--- config.mk ---
export PLATFORM = sky130hd
export DESIGN_NAME = ser_rx
export DESIGN_NICKNAME = d
export VERILOG_FILES = /design/src/rtl/ser_pkg.sv /design/src/rtl/ser_ext.sv /design/src/rtl/ser_rx.sv
export SDC_FILE = /design/constraint.sdc
export NUM_CORES = 1
export LEC_CHECK = 0
export ABC_AREA = 1
export CAP_MARGIN = 20
export CORE_AREA = 4 4 41 43
export DETAILED_ROUTE_END_ITERATION = 8
export DIE_AREA = 0 0 45 47
export PLACE_DENSITY = 0.73
export SLEW_MARGIN = 20
export SYNTH_ARGS = -nofsm -noshare
export SYNTH_HDL_FRONTEND = slang
export SYNTH_SLANG_ARGS = --single-unit
--- constraint.sdc ---
create_clock -name clk -period 3.7 [get_ports clk]
set_clock_uncertainty 0.2 [all_clocks]
set_input_delay 0.74 -clock clk [delete_from_list [all_inputs] [get_ports clk]]
set_output_delay 0.74 -clock clk [all_outputs]
set_load 0.02 [all_outputs]
--- src/rtl/ser_pkg.sv ---
`default_nettype none
// ============================================================================
// Module      : ser_pkg
// Description : Constants shared by both ends of the strobed serial link:
//               receiver/transmitter FSM state encoding and the
//               extension-type select values.
// Revision    : 1.0 - initial release
// ============================================================================
package ser_pkg;

  // FSM state encoding, shared by the receive and transmit sides
  typedef enum logic [0:0] {
    S_IDLE  = 1'b0,
    S_SHIFT = 1'b1
  } ser_state_t;

  // Values of ext_type
  localparam logic EXT_ZERO = 1'b0;
  localparam logic EXT_SIGN = 1'b1;

endpackage : ser_pkg
`default_nettype wire

--- src/rtl/ser_ext.sv ---
`default_nettype none
// ============================================================================
// Module      : ser_ext
// Description : Combinational extender. Widens a W-bit frame to OW bits,
//               either zero-extended or sign-extended (two's complement).
//               When OW == W the frame passes through unchanged.
// Ports       : i_f        - W-bit frame
//               i_ext_type - EXT_ZERO / EXT_SIGN
//               o_word     - OW-bit extended word
// Revision    : 1.0 - initial release
// ============================================================================
module ser_ext
  import ser_pkg::*;
#(
  parameter int W  = 4,
  parameter int OW = 8
) (
  input  logic [W-1:0]  i_f,
  input  logic          i_ext_type,
  output logic [OW-1:0] o_word
);

  generate
    if (OW > W) begin : g_extend
      logic w_fill;
      // Fill bit is the frame MSB for sign extension, otherwise zero
      assign w_fill = (i_ext_type == EXT_SIGN) ? i_f[W-1] : 1'b0;
      assign o_word = {{(OW - W){w_fill}}, i_f};
    end else begin : g_passthru
      // No room to extend, so the extension type has no effect
      logic w_unused_ext;
      assign w_unused_ext = i_ext_type;
      assign o_word       = i_f;
    end
  endgenerate

endmodule : ser_ext
`default_nettype wire

--- src/rtl/ser_rx.sv ---
`default_nettype none
// ============================================================================
// Module      : ser_rx
// Description : Serial-to-parallel receiver. Collects a W-bit frame sent LSB
//               first (one bit per i_sin_en strobe, shifting right with the
//               new bit at the MSB), then presents it zero- or sign-extended
//               to OW bits through a valid/read handshake with a sticky
//               overrun flag.
// Ports       : clk          - system clock, rising edge
//               rst          - asynchronous active-high reset
//               i_start      - frame start / restart pulse
//               i_sin        - serial data bit
//               i_sin_en     - bit strobe
//               i_ext_type   - EXT_ZERO / EXT_SIGN, sampled on completion
//               i_rd         - consumer acknowledge, clears valid and ovf
//               o_data_out   - last completed word, extended
//               o_valid      - o_data_out holds an unread word
//               o_busy       - frame in progress
//               o_ovf        - sticky overrun flag
// Revision    : 1.0 - initial release
// ============================================================================
module ser_rx
  import ser_pkg::*;
#(
  parameter int W  = 4,
  parameter int OW = 8
) (
  input  logic          clk,
  input  logic          rst,
  input  logic          i_start,
  input  logic          i_sin,
  input  logic          i_sin_en,
  input  logic          i_ext_type,
  input  logic          i_rd,
  output logic [OW-1:0] o_data_out,
  output logic          o_valid,
  output logic          o_busy,
  output logic          o_ovf
);

  localparam int            CW     = (W > 1) ? $clog2(W) : 1;
  localparam logic [CW-1:0] c_LAST = CW'(W - 1);

  ser_state_t    r_state;
  ser_state_t    w_state_nxt;
  logic [W-1:0]  r_shreg;
  logic [CW-1:0] r_cnt;
  logic [OW-1:0] r_data_out;
  logic          r_valid;
  logic          r_ovf;

  logic          w_in_shift;
  logic          w_shift;
  logic          w_complete;
  logic [W-1:0]  w_frame;
  logic [OW-1:0] w_ext_word;

  // The oldest bit drops out of the frame as the last bit enters, so
  // r_shreg[0] is never consumed.
  logic          w_unused_lsb;
  assign w_unused_lsb = r_shreg[0];

  assign w_in_shift = (r_state == S_SHIFT);
  // A start pulse always takes priority over a strobe, including on what
  // would otherwise have been the completing edge.
  assign w_shift    = w_in_shift && i_sin_en && !i_start;
  assign w_complete = w_shift && (r_cnt == c_LAST);
  assign w_frame    = {i_sin, r_shreg[W-1:1]};

  ser_ext #(
    .W  (W),
    .OW (OW)
  ) u_ext (
    .i_f        (w_frame),
    .i_ext_type (i_ext_type),
    .o_word     (w_ext_word)
  );

  // --------------------------------------------------------------------------
  // FSM
  // --------------------------------------------------------------------------
  always_ff @(posedge clk or posedge rst) begin
    if (rst) begin
      r_state <= S_IDLE;
    end else begin
      r_state <= w_state_nxt;
    end
  end

  always_comb begin
    w_state_nxt = r_state;
    case (r_state)
      S_IDLE: begin
        if (i_start) begin
          w_state_nxt = S_SHIFT;
        end
      end
      S_SHIFT: begin
        if (i_start) begin
          w_state_nxt = S_SHIFT;
        end else if (w_complete) begin
          w_state_nxt = S_IDLE;
        end
      end
      default: w_state_nxt = S_IDLE;
    endcase
  end

  // --------------------------------------------------------------------------
  // Shift register and bit counter
  // --------------------------------------------------------------------------
  always_ff @(posedge clk or posedge rst) begin
    if (rst) begin
      r_shreg <= '0;
      r_cnt   <= '0;
    end else if (i_start) begin
      r_shreg <= '0;
      r_cnt   <= '0;
    end else if (w_shift) begin
      r_shreg <= w_frame;
      // Explicit wrap keeps non-power-of-two frame lengths correct
      r_cnt   <= w_complete ? '0 : r_cnt + CW'(1);
    end
  end

  // --------------------------------------------------------------------------
  // Output word and handshake flags
  // --------------------------------------------------------------------------
  always_ff @(posedge clk or posedge rst) begin
    if (rst) begin
      r_data_out <= '0;
      r_valid    <= 1'b0;
      r_ovf      <= 1'b0;
    end else if (w_complete) begin
      r_data_out <= w_ext_word;
      r_valid    <= 1'b1;
      // Overwriting an unread word is an overrun, unless the consumer reads
      // it on this very edge, in which case the flag is cleared instead.
      r_ovf      <= i_rd ? 1'b0 : (r_ovf | r_valid);
    end else if (i_rd) begin
      r_valid    <= 1'b0;
      r_ovf      <= 1'b0;
    end
  end

  assign o_data_out = r_data_out;
  assign o_valid    = r_valid;
  assign o_busy     = w_in_shift;
  assign o_ovf      = r_ovf;

endmodule : ser_rx
`default_nettype wire

==> impl_metrics.py <==
metrics = {
    "route": {
        "antenna_left": 0,
        "avgViaCountPerCell": 4.46,
        "vias": 442,
        "drt_iter0_drc": 7,
        "wire_per_inst_um": 10.1,
        "drc": 0,
        "dr.pass1.iters": 4,
        "totalWireLength_um": 999,
    },
    "power": {
        "p_sw_share_pct": 26.4,
        "p_sw_w": 0.0000763,
        "p_int_w": 0.000213,
        "power_frac_comb_pct": 16.1,
        "power.density_nw_per_um2": 384,
        "power_frac_clock_pct": 30.6,
        "leakage_nw": 0.400,
        "max-vdd-ir-drop_v": 0.000235,
        "pwr-share-seq_pct": 53.2,
    },
    "global_route": {
        "grt_max_degree": 14,
        "met2_usage_pct": 16.4,
        "grt_pass1_vias": 372,
        "grtUsageMet1_pct": 14.8,
        "grtUsageTotal_pct": 11.6,
        "grt-ovfl-total": 0,
        "grt_busiest_layer": "met2",
        "antenna_found_initial": 0,
        "use_met3_pct": 3.45,
        "grt_pass1_wl_um": 1660,
    },
    "yosys": {
        "synth_edf_count": 0,
        "synth_compound_area_share_pct": 1.72,
        "synth_cells": 68,
        "synth.cell_area_um2": 581,
        "synth-adder-area-share_pct": 2.16,
        "syn_nets": 76,
        "syn_avg_cell_area_um2": 8.54,
        "synth.largest_area_cell": "dfrtp_1",
        "synth-xor-area-share_pct": 0,
        "synth_seq_cells": 13,
        "yosys_warnings": 0,
        "synth_common_cells": "nand2_1 (30), dfrtp_1 (13), inv_1 (6), nand3_1 (6), buf_4 (4)",
        "synth.area.mux_share_pct": 0,
        "synthFlopType": "dfrtp_1",
        "yosysMostFrequentCell": "nand2_1",
        "synthSimpleGateAreaFrac_pct": 29.1,
        "synth_top_family_by_area": "simple AND/OR/NAND/NOR gates",
        "synth-async-reset-ratio_pct": 100,
        "seq_area_frac_synth_pct": 56.0,
        "synthDistinctLibCells": 13,
        "yosys-top-cells-area": "dfrtp_1 (56%), nand2_1 (19%), nand3_1 (5.2%), buf_4 (5.2%), inv_1 (3.9%)",
        "yosys.area.top_type_share_pct": 56.0,
    },
    "finish": {
        "fin_nets": 93,
        "diodes": 0,
        "fin_util_pct": 58.0,
        "fill_cells": 125,
        "drive_gt1_share_pct": 5.95,
        "synthToLayoutAreaGrowth_pct": 30.0,
    },
    "run": {
        "drv_cap": 0,
    },
    "clocking": {
        "cts_max_level": 1,
        "hold_buffers": 0,
        "cts_resized": 0,
        "clk_latency_ps": 280,
        "clock_path_buffers": 2,
        "postCtsSetupRepairBufs": 0,
        "cts-root-buf": "clkbuf_4",
        "cts_buffers": 3,
        "cts_tree": "done",
        "clk_pin_slew_worst_paths_ps": 80,
        "clkSinkCount": 13,
    },
    "critical_path": {
        "crit_family": "buffers and inverters",
        "slowest_stage": "clkdlybuf4s50_1",
        "crit_chain": "clkdlybuf4s50_1",
        "startpoint_type": "flop",
        "cp_slowest_stage_delay_ps": 620,
        "path_buf_inv": 1,
        "path_max_fanout": 5,
        "cp.arrival_ps": 1310,
        "critical_path_class": "flop to primary output",
        "critPathCaptureType": "primary output",
        "critPathRequiredTime_ps": 2760,
        "startpoint": "o_busy",
        "r2r_start": "r_cnt[0]",
    },
    "die": {
        "core_um2": 1300,
        "rows": 13,
        "die-area_um2": 2120,
        "die_x_um": 45,
        "pin_count": 18,
        "start_util_pct": 44.6,
        "die_h_um": 47,
    },
    "timing": {
        "timing.final.crit_share_pct": 60.7,
        "finalHoldViolations": 0,
        "setup_slack_ps": 1450,
        "holdWs_ps": 273,
        "grt_setup_unrepaired": "false",
        "timing.setup.tns_ps": 0,
        "fin_crit_ps": 2250,
        "setup_viol": 0,
        "relSlewSlack_pct": 68.3,
        "slew_viol_final": 0,
        "max_clock_freq_mhz": 445,
        "worstMarginPinSlew_ps": 475,
    },
    "placed_design": {
        "dp_hpwl_um": 779,
        "gp_congestion": 0.801,
        "post-place-ws_ps": 1590,
        "port-buffer-count": 17,
    },
    "run_status": {
        "status": "finished, final reports clean",
    },
    "hold_path": {
        "min_from": "o_data_out[1]",
        "min_path_type": "flop to flop",
    },
}
logic make-up (layout without fill, tap and decap cells):
| family | after synthesis | count (layout) |
|---|---|---|
| buffers and inverters | 11 | 27 |
| AOI/OAI and AO/OA | 2 | 2 |
| and+or+nand+nor | 41 | 41 |
| DFF | 13 | 13 |
| adders and majority gates | 1 | 1 |
area by class of cell:
| type | instances | area, um^2 | share of cell area (%) |
|---|---|---|---|
| Inverter | 6 | 22.5 | 2.99 |
| Sequential cell | 13 | 325 | 43.1 |
| Tap cell | 15 | 18.8 | 2.49 |
| Clock buffer | 4 | 26.3 | 3.48 |
| Multi-Input combinational cell | 44 | 191 | 25.4 |
| Timing Repair Buffer | 17 | 170 | 22.6 |
cells in the final DEF, fill, tap and decap left out:
| cell type | netlist | layout |
|---|---|---|
| nand2_1 | 30 | 30 |
| nor2_1 | 2 | 2 |
| nor2_2 | 1 | 1 |
| clkbuf_4 | 0 | 3 |
| or2_2 | 1 | 1 |
| a21oi_1 | 1 | 1 |
| nand4_1 | 1 | 1 |
| ha_1 | 1 | 1 |
| nand3_1 | 6 | 6 |
| clkbuf_1 | 0 | 1 |
| clkdlybuf4s50_1 | 0 | 17 |
| inv_1 | 6 | 6 |
| dfrtp_1 | 13 | 13 |
| o21ai_0 | 1 | 1 |
stage by stage:
step	area (um^2)	std cells	power, W
after detailed placement	728	95	0.000204
after CTS	754	99	0.000294
after global placement	728	95	0.000203
after floorplan	581	68	0.000185
final	754	99	0.000289
after global routing	754	99	0.000304
worst paths after layout:
check / endpoint / slack (ps) / cells past startpoint
worst max register to register: o_data_out[3] / 2230 / 4
min in group asynchronous: o_ovf / 570 / 2
max in group asynchronous: r_shreg[2] / 2410 / 2
worst max-delay path: o_busy / 1450 / 1
worst min-delay path: o_data_out[1] / 270 / 2
worst min register to register: o_data_out[1] / 270 / 2
flip-flops by register name, summed over array words and instances (netlist names):
signal,flops
o_ovf,1
r_cnt,2
r_shreg,3
o_valid,1
o_busy,1
o_data_out,5
power groups by stage:
stage,Combinational [W],Sequential [W],Clock [W]
2_1_floorplan,0.0000230,0.000162,0
3_3_place_gp,0.0000464,0.000156,0
3_5_place_dp,0.0000474,0.000157,0
4_1_cts,0.0000475,0.000154,0.0000923
5_1_grt,0.0000516,0.000155,0.0000972
6_report,0.0000467,0.000154,0.0000887
layer usage:
| layer | up-vias | routed length (um) |
|---|---|---|
| li1 | 238 | - |
| met2 | 14 | 445 |
| met5 | - | 0 |
| met3 | 4 | 74 |
| met4 | 0 | 19 |
| met1 | 186 | 461 |
No activity file was read; power rests on OpenSTA's default activity.
==> edit (same flow settings) <==
Make the reset (`rst`) synchronous in 3 clocked blocks. Comments in the files are not updated.
--- a/src/rtl/ser_rx.sv
+++ b/src/rtl/ser_rx.sv
@@ -79,7 +79,7 @@
   // --------------------------------------------------------------------------
   // FSM
   // --------------------------------------------------------------------------
-  always_ff @(posedge clk or posedge rst) begin
+  always_ff @(posedge clk) begin
     if (rst) begin
       r_state <= S_IDLE;
     end else begin
@@ -109,7 +109,7 @@
   // --------------------------------------------------------------------------
   // Shift register and bit counter
   // --------------------------------------------------------------------------
-  always_ff @(posedge clk or posedge rst) begin
+  always_ff @(posedge clk) begin
     if (rst) begin
       r_shreg <= '0;
       r_cnt   <= '0;
@@ -126,7 +126,7 @@
   // --------------------------------------------------------------------------
   // Output word and handshake flags
   // --------------------------------------------------------------------------
-  always_ff @(posedge clk or posedge rst) begin
+  always_ff @(posedge clk) begin
     if (rst) begin
       r_data_out <= '0;
       r_valid    <= 1'b0;
Formal check against the unedited RTL: differs if rst is asserted again (counterexample within 4 cycles, from zero or initial values and one cycle with rst high); with rst held inactive, the same outputs for 10 cycles.
==> edit against the original RTL <==
  * Sequential share of layout area decreased by 7.7 points
  * Design area down 2.5%
  * Area after synthesis down 5.6%
  * Sequential cell count unchanged
  * Worst setup slack worse by 0.049 ns
  * Worst hold slack better by 0.00090 ns
  * Routed wire length grew 14%
  * Count of clock-buffer cells in the layout unchanged
  * Critical endpoint unchanged
Power is not compared: it rests on default switching activity, and its combinational part moved more than twofold at a synthesized area within 25%.
==> edit: results (changes against the original RTL) <==
Status:
- The flow ran to the end, and the final reports show no timing, DRC or antenna violations.

Routing:
- The total met2 wirelength after detailed routing is 500 µm (+12%).
- The number of DRC markers after the initial detailed-route iteration came to 5 (-2).
- The met3 wirelength from detailed routing came to 84 µm (+14%).
- The detail-routed via count per cell is 5.07 (+14%).
- The routed via count is 512 (+16%).

Synth:
- The async set-reset flop share out of synthesis is 0 (-1.00).
- The mean instance size in the synthesized netlist is 7.94 µm² (-7.0%).
- The sequential fraction of the synthesis area was 0.475 (-0.0855).
- Ranked by instance count, the synthesized netlist is headed by sky130_fd_sc_hd__nor2_1 (14), sky130_fd_sc_hd__dfxtp_1 (13), sky130_fd_sc_hd__nand2_1 (9).

Timing:
- The worst max-slew margin expressed relative to the limit is 0.746 (+0.0633).
- The worst hold slack across all endpoints is 0.274 ns (+0.000905 ns).
- The maximum clock frequency was 436 MHz (-2.2%).

Setup path:
- The startpoint of the worst register-to-register path is r_cnt[0].
- The setup slack on the worst flop-to-flop path was 2.30 ns (+0.07 ns).
- The largest fanout of any net on the critical path is 4 (-1).
- The data arrival at the endpoint of the critical path is 1.36 ns (+0.05 ns).
- The worst flop-to-flop path endpoint is o_data_out[1].
- The worst stage delay on the critical path is 0.64 ns (+0.02 ns).

Cells and area:
- The final-stage net count is 95 (+2.2%).
- The ratio of cells with drive above 1 in the final layout is 0.0814 (+0.0219).

Placed design:
- The detailed placer's ending HPWL is 860 µm (+10%).
- The number of cells after detailed placement is 97 (+2.1%).
- The routability-driven placement congestion ratio came to 0.755 (-5.7%).

Global route:
- The met2 usage in global routing came to 0.209 (+0.0452).
- The global-route met3 utilization is 0.0268 (-0.00766).
- The global router's overall resource usage is 0.126 (+0.0106).

Worst hold path:
- The endpoint of the worst hold path is o_data_out[2].
## edit: power groups by stage
stage | Sequential, W | Clock (W) | Combinational, W
2_1_floorplan | 0.000148 | 0 | 0.00000991
3_3_place_gp | 0.000147 | 0 | 0.0000216
3_5_place_dp | 0.000147 | 0 | 0.0000222
4_1_cts | 0.000144 | 0.0000921 | 0.0000223
5_1_grt | 0.000144 | 0.0000982 | 0.0000244
6_report | 0.000144 | 0.0000894 | 0.0000222
## edit: area by class of cell
type	instances	area [µm²]
Multi-Input combinational cell	45	234
Timing Repair Buffer	17	170
Sequential cell	13	260
Fill cell	134	566
Tap cell	15	18.8
Clock buffer	4	26.3
Inverter	7	26.3
## edit: cell families after synthesis
group	count (synthesis)	share of synthesized area
compound gates	6	0.0548
simple gates	38	0.349
fa+ha+maj	1	0.0228
buf+inv	11	0.0982
flops	13	0.475
